File: src/rtl/memory_access_arbiter.sv
// Shares the single-port memory between instruction fetch and load/store with a
// request/grant/done handshake. Optional MEM_ARB_RR_EN selects round-robin tie-breaking.
//
// state      | meaning
// IDLE       | no transaction; samples IfReq/DReq and grants one owner
// ISSUE      | address on the bus; MemWr high for a store; Gnt pulse
// WAIT       | read latency countdown; MemRData captured when counter is 0
// CAPTURE    | read data registered; owner's Done pulse
module memory_access_arbiter #(
  parameter int ADDR_W   = 32,
  parameter int DATA_W   = 32,
  parameter int READ_LAT = 2
) (
  input  logic              Clock,
  input  logic              Reset,
  input  logic              IfReq,
  input  logic [ADDR_W-1:0] IfAddr,
  output logic              IfGnt,
  output logic              IfDone,
  input  logic              DReq,
  input  logic              DWr,
  input  logic [ADDR_W-1:0] DAddr,
  input  logic [DATA_W-1:0] DWData,
  output logic              DGnt,
  output logic              DDone,
  output logic [DATA_W-1:0] RData,
  output logic [ADDR_W-1:0] MemAddr,
  output logic              MemWr,
  output logic [DATA_W-1:0] MemWData,
  input  logic [DATA_W-1:0] MemRData,
  output logic              Busy
);

  typedef enum logic [1:0] {
    ST_IDLE,
    ST_ISSUE,
    ST_WAIT,
    ST_CAPTURE
  } state_t;

  localparam logic [3:0] CNT_LOAD = 4'(READ_LAT - 1);

  state_t            state_q, state_d;
  logic              own_data_q, own_data_d;
  logic              wr_q, wr_d;
  logic [ADDR_W-1:0] addr_q, addr_d;
  logic [DATA_W-1:0] wdata_q, wdata_d;
  logic [DATA_W-1:0] rdata_q, rdata_d;
  logic [3:0]        cnt_q, cnt_d;
  logic              wdone_q, wdone_d;
  logic              pick_data;

`ifdef MEM_ARB_RR_EN
  // Remembers whether the most recent grant went to the data port.
  logic last_data_q, last_data_d;

  always_comb begin
    pick_data = DReq;
    if (DReq && IfReq) pick_data = !last_data_q;
  end

  always_ff @(posedge Clock or negedge Reset) begin
    if (!Reset) last_data_q <= 1'b0;
    else        last_data_q <= last_data_d;
  end

  always_comb begin
    last_data_d = last_data_q;
    if (state_q == ST_IDLE && (IfReq || DReq)) last_data_d = pick_data;
  end
`else
  always_comb pick_data = DReq;
`endif

  always_comb begin
    state_d    = state_q;
    own_data_d = own_data_q;
    wr_d       = wr_q;
    addr_d     = addr_q;
    wdata_d    = wdata_q;
    rdata_d    = rdata_q;
    cnt_d      = cnt_q;
    wdone_d    = 1'b0;
    case (state_q)
      ST_IDLE: begin
        if (IfReq || DReq) begin
          own_data_d = pick_data;
          addr_d     = pick_data ? DAddr : IfAddr;
          wr_d       = pick_data && DWr;
          if (pick_data) wdata_d = DWData;
          state_d = ST_ISSUE;
        end
      end
      ST_ISSUE: begin
        if (wr_q) begin
          state_d = ST_IDLE;
          wdone_d = 1'b1;
        end else begin
          state_d = ST_WAIT;
          cnt_d   = CNT_LOAD;
        end
      end
      ST_WAIT: begin
        if (cnt_q == 4'd0) begin
          rdata_d = MemRData;
          state_d = ST_CAPTURE;
        end else begin
          cnt_d = cnt_q - 4'd1;
        end
      end
      ST_CAPTURE: state_d = ST_IDLE;
      default:    state_d = ST_IDLE;
    endcase
  end

  always_ff @(posedge Clock or negedge Reset) begin
    if (!Reset) begin
      state_q    <= ST_IDLE;
      own_data_q <= 1'b0;
      wr_q       <= 1'b0;
      addr_q     <= '0;
      wdata_q    <= '0;
      rdata_q    <= '0;
      cnt_q      <= '0;
      wdone_q    <= 1'b0;
    end else begin
      state_q    <= state_d;
      own_data_q <= own_data_d;
      wr_q       <= wr_d;
      addr_q     <= addr_d;
      wdata_q    <= wdata_d;
      rdata_q    <= rdata_d;
      cnt_q      <= cnt_d;
      wdone_q    <= wdone_d;
    end
  end

  // Store Done lands in the IDLE cycle after ISSUE; read Done is the CAPTURE cycle.
  assign IfGnt    = (state_q == ST_ISSUE) && !own_data_q;
  assign DGnt     = (state_q == ST_ISSUE) && own_data_q;
  assign IfDone   = (state_q == ST_CAPTURE) && !own_data_q;
  assign DDone    = wdone_q || ((state_q == ST_CAPTURE) && own_data_q);
  assign MemWr    = (state_q == ST_ISSUE) && wr_q;
  assign MemAddr  = addr_q;
  assign MemWData = wdata_q;
  assign RData    = rdata_q;
  assign Busy     = (state_q != ST_IDLE);

endmodule

File: config.mk
export PLATFORM = sky130hd
export DESIGN_NAME = memory_access_arbiter
export DESIGN_NICKNAME = d
export VERILOG_FILES = /design/src/rtl/memory_access_arbiter.sv
export SDC_FILE = /design/constraint.sdc
export NUM_CORES = 1
export LEC_CHECK = 0
export CORE_UTILIZATION = 40
export CTS_BUF_LIST = sky130_fd_sc_hd__clkbuf_8 sky130_fd_sc_hd__clkbuf_16
export CTS_CLUSTER_DIAMETER = 80
export DETAILED_ROUTE_END_ITERATION = 10
export PLACE_DENSITY = 0.77
export REMOVE_ABC_BUFFERS = 1
export SYNTH_ARGS = -nofsm -noshare
export SYNTH_HDL_FRONTEND = slang
export SYNTH_SLANG_ARGS = --single-unit
File: constraint.sdc
create_clock -name Clock -period 2.3 [get_ports Clock]
set_input_delay 0.345 -clock Clock [delete_from_list [all_inputs] [get_ports Clock]]
set_output_delay 0.345 -clock Clock [all_outputs]
set_load 0.02 [all_outputs]
# After elaboration in Yosys (flattened, before gate mapping)
# Index checks and enable logic that the tools add are counted.
dict set report word_totals {
  word_cells 44
  inputBits 133
  out_inout_bits 102
  regBits 105
}
dict set report op_classes {
  n_eq_ne 7
  reduce_logical 18
  n_addsub 1
  n_mux 10
}
# operator n
set op_table {}
lappend op_table {{$mux 32} 1}
lappend op_table {{$mux 4} 2}
lappend op_table {{$ne 2x2->1 const B} 4}
lappend op_table {{$pmux 2 s4} 1}
lappend op_table {{$pmux 4 s2} 1}
lappend op_table {{$logic_and 1x1->1} 6}
lappend op_table {{$mux 2} 3}
lappend op_table {{$reduce_and 2->1} 3}
lappend op_table {{$reduce_and 3->1} 2}
lappend op_table {{$eq 2x2->1 const B} 2}
lappend op_table {{$logic_not 4->1} 1}
lappend op_table {{$reduce_bool 2->1} 2}
lappend op_table {{$sub 4x1->4 const B} 1}
lappend op_table {{$eq 2x1->1 const B} 1}
lappend op_table {{$logic_not 2->1} 1}
lappend op_table {{$logic_or 1x1->1} 2}
lappend op_table {{$mux 1} 2}
lappend op_table {{$logic_not 1->1} 1}

# Depth between registers and ports, before layout
dict set report logic_depth {
  word_depth 3
  mapped_depth 6
  depth_no_buf 5
}

# Worst setup path before layout
# OpenSTA, ideal clock, no wires.
dict set report synth_timing {
  path_type {register -> register}
  from {register cnt_q[0]}
  to {register rdata_q[10], in the netlist RData[10]}
  setup_time_ns 0.125
  stages_incl_launch_ff 7
  path_slack_ns 0.688
  synth_period_minus_slack_ns 1.612
  arrival_time_ns 1.487
  path_cell_list {dfrtp_1 -> inv_1 -> ha_1 -> nor3b_4 -> nand3b_2 -> buf_2 -> mux2_2}
}
dict set report synth_via {
  elab_chain_len 2
}
# item line
set synth_lines {}
lappend synth_lines {{from (decl)} 49} ;# logic [3:0] cnt_q, cnt_d;
lappend synth_lines {{from (signal assigned)} 133} ;# cnt_q <= cnt_d;
lappend synth_lines {{$logic_not 4->1} 104} ;# if (cnt_q == 4'd0) begin
lappend synth_lines {{$reduce_and 2->1 (no source line)} -}
lappend synth_lines {{to (signal assigned)} 132} ;# rdata_q <= rdata_d;
lappend synth_lines {{to (decl)} 48} ;# logic [DATA_W-1:0] rdata_q, rdata_d;
# No other way between the ends.
# A chain may end at the register's enable or synchronous reset.

==> summary.md <==
| Metric | Value |
|---|---|
| Outcome | finished clean |
| Clock transition at path regs | 0.09 ns |
| Total of max-cap violations | 0 |
| Initial antenna violation count | 0 |
| Initial Utilization | 41.1% |
| Ys Warns | 0 |
| Final instance area | 0.00718 mm2 |
| GR Util All Layers | 19.3% |
| Buffers on Ports | 234 |
| Post-Syn Area per Cell | 15.4 um2 |
| RSZ-0062 raised after global routing | false |
| Worst EP required | 1.96 ns |
| Max-slew headroom | 64.2% |
| Die Ht | 107 um |
| Final-stage net count | 661 |
| Final min period | 2.20 ns |
| Seq/Total Area, Yosys | 59.0% |
| Fraction of the cycle the final worst path needs | 95.6% |
| DRT iter0 DRCs | 83 |
| Leak pwr | 2.95 nW |
| Setup violations, final | 0 |
| Placed instance area | 0.00697 mm2 |
| N_diodes | 0 |
| CTS Sinks | 105 |
| Most frequent cells after synthesis | mux2_2, dfrtp_1, buf_4, mux2_1 |
| Gate Count Post-Synth | 289 |
| Fin Setup TNS | 0 ns |
| Die area | 0.0116 mm2 |
| Post-CTS Setup Inserts | 0 |
| Skew final | 0.00734 ns |
| Cts bufs inserted | 9 |
| Worst vdd ir | 832 uV |
| Most frequent cell after synthesis | mux2_2 |
| Number of global-route vias before repair | 3,541 |
| Top-area cell type share of the netlist area | 59.0% |
| Post-Route WL | 10.9 mm |
| Async S/R FF share, synth | 100% |
| Hold Fails Final Rpt | 0 |
| Largest net degree at the start of global routing | 51 |
| Main area contributors after synthesis | dfrtp_1, mux2_2, mux2_1 |
| Vias/cell | 4.83 |
| CTS root buffer | clkbuf_8 |
| Die Wd | 107 um |
| Synth Cell Area | 0.00445 mm2 |
| Pre-antenna DRT Iters | 4 |
| H-tree depth | 3 |
| Critical path arrival | 1.85 ns |
| Ys flop type | dfrtp_1 |
| Crit end category | output port |
| Least-Margin Pin Slew | 0.536 ns |
| Post-DP HPWL | 8.37 mm |
| Total global routing overflow | 0 |
| Avg WL per Cell | 16.2 um |
| Core area | 0.0108 mm2 |
| Antenna Nets Post-Route | 0 |
| HP Class | register to register |
| Register area | 0.00263 mm2 |
| Post-synth top area cell | dfrtp_1 |
| Global-route wire length before repair | 17.1 mm |
| Fmax | 455 MHz |
| Routability cong. | 0.808 |
| Distinct cell type count after synthesis | 35 |
| CTS tree | yes |
| Multi-input logic area | 0.00171 mm2 |
| Yosys reg bits | 105 |
| Synth-to-Final Area Change | 61.3% |
| Fin. max-slew vios | 0 |
| Number of remaining DRC errors | 0 |
| Post-synth EDFFs | 0 |
| Fillers | 826 |
| Skew-Pair Late Insertion Delay | 0.36 ns |
| Total number of vias | 3,239 |
| # IOs | 235 |
| CP max FO | 16 |
| Max Buffers Root-to-Sink | 2 |
| Core Rows | 38 |
| Pwr/cell area | 1330 mW/mm2 |
| Crit Path Category | register to output port |
| Share of layout cells above drive strength 1 | 28.3% |
| CP Launch Type | register |
[flip-flops by register name, indices dropped and copies added (netlist names), named ones only]
name	count
cnt_q	4
wr_q	1
state_q	1
wdone_q	1
MemWData	32
RData	32
MemAddr	32
own_data_q	1
[worst paths after layout]
check	startpoint	end	slack, ns	cells after the start
worst min register to register	MemWData[12]	MemWData[12]	0.49	1
worst min-delay path	MemWData[12]	MemWData[12]	0.49	1
worst max-delay path	register	IfDone	0.10	3
worst max register to register	register	MemAddr[24]	0.53	4
min in group asynchronous	Reset	RData[21]	0.50	2
max in group asynchronous	Reset	MemAddr[4]	1.15	3
[placed cells by master (no fill, tap or decap), drive strengths merged, types with 2 or more instances in the layout]
cell and count:
a21oi 2, and3b 2, buf 9, clkbuf 11
clkdlybuf4s50 233, dfrtp 105, ha 2, inv 5
mux2 128, nand2 3, nand3 2, nand3b 3
nor2 3, nor3b 2, o21ai 2
[area by class of cell]
type	instances	area share [%]
clock buffer	11	2.11
multi-input combinational	164	23.8
clock inverter	4	0.628
timing repair buffer	243	34.3
tap	140	2.44
inverter	3	0.157
sequential	105	36.6
[cells by family after synthesis]
logic type / synth area share [%]
buf+inv: 2.64
mux: 32.4
flops: 59.0
fa+ha+maj: 0.562
compound gates: 1.94
simple gates: 3.43
[routing by layer]
| layer | GRT usage, % | up-vias | wire length [um] |
|---|---|---|---|
| met5 | 0 | - | 0 |
| met4 | 8.02 | 0 | 260 |
| met3 | 7.08 | 21 | 1070 |
| met2 | 33.8 | 142 | 5520 |
| met1 | 20.8 | 1581 | 4030 |
| li1 | - | 1495 | - |
[worst max-delay path, stage by stage (launching register included)]
cell and delay, ns:
dfrtp_1 0.64, nand2_1 0.09, nor2_1 0.12, clkdlybuf4s50_1 0.64
[through the flow]
stage | power (mW) | hold WS [ns] | utilization [%] | std cells | worst slack (ns)
after floorplan | 5.92 | 0.0494 | - | 272 | 0.170
after global placement | 8.36 | 0.362 | 64.3 | 654 | 0.307
after detailed placement | 8.51 | 0.368 | 64.3 | 654 | 0.259
after CTS | 9.68 | 0.499 | 66.2 | 670 | 0.0320
after global routing | 10.1 | 0.521 | 66.2 | 670 | 0.0155
final | 9.56 | 0.493 | 66.2 | 670 | 0.102
[repair_timing]
action	CTS	global route
endpoints found under the hold margin	40	0
gates resized for setup	0	1
hold buffers	1	0
endpoints found under the setup margin	0	1
[power by group]
part	switching, mW	internal [mW]
combinational	2.27	2.81
clock	0.595	0.550
sequential	0.537	2.79
total	3.41	6.15
Note: power is estimated with default switching activity, not from simulation.
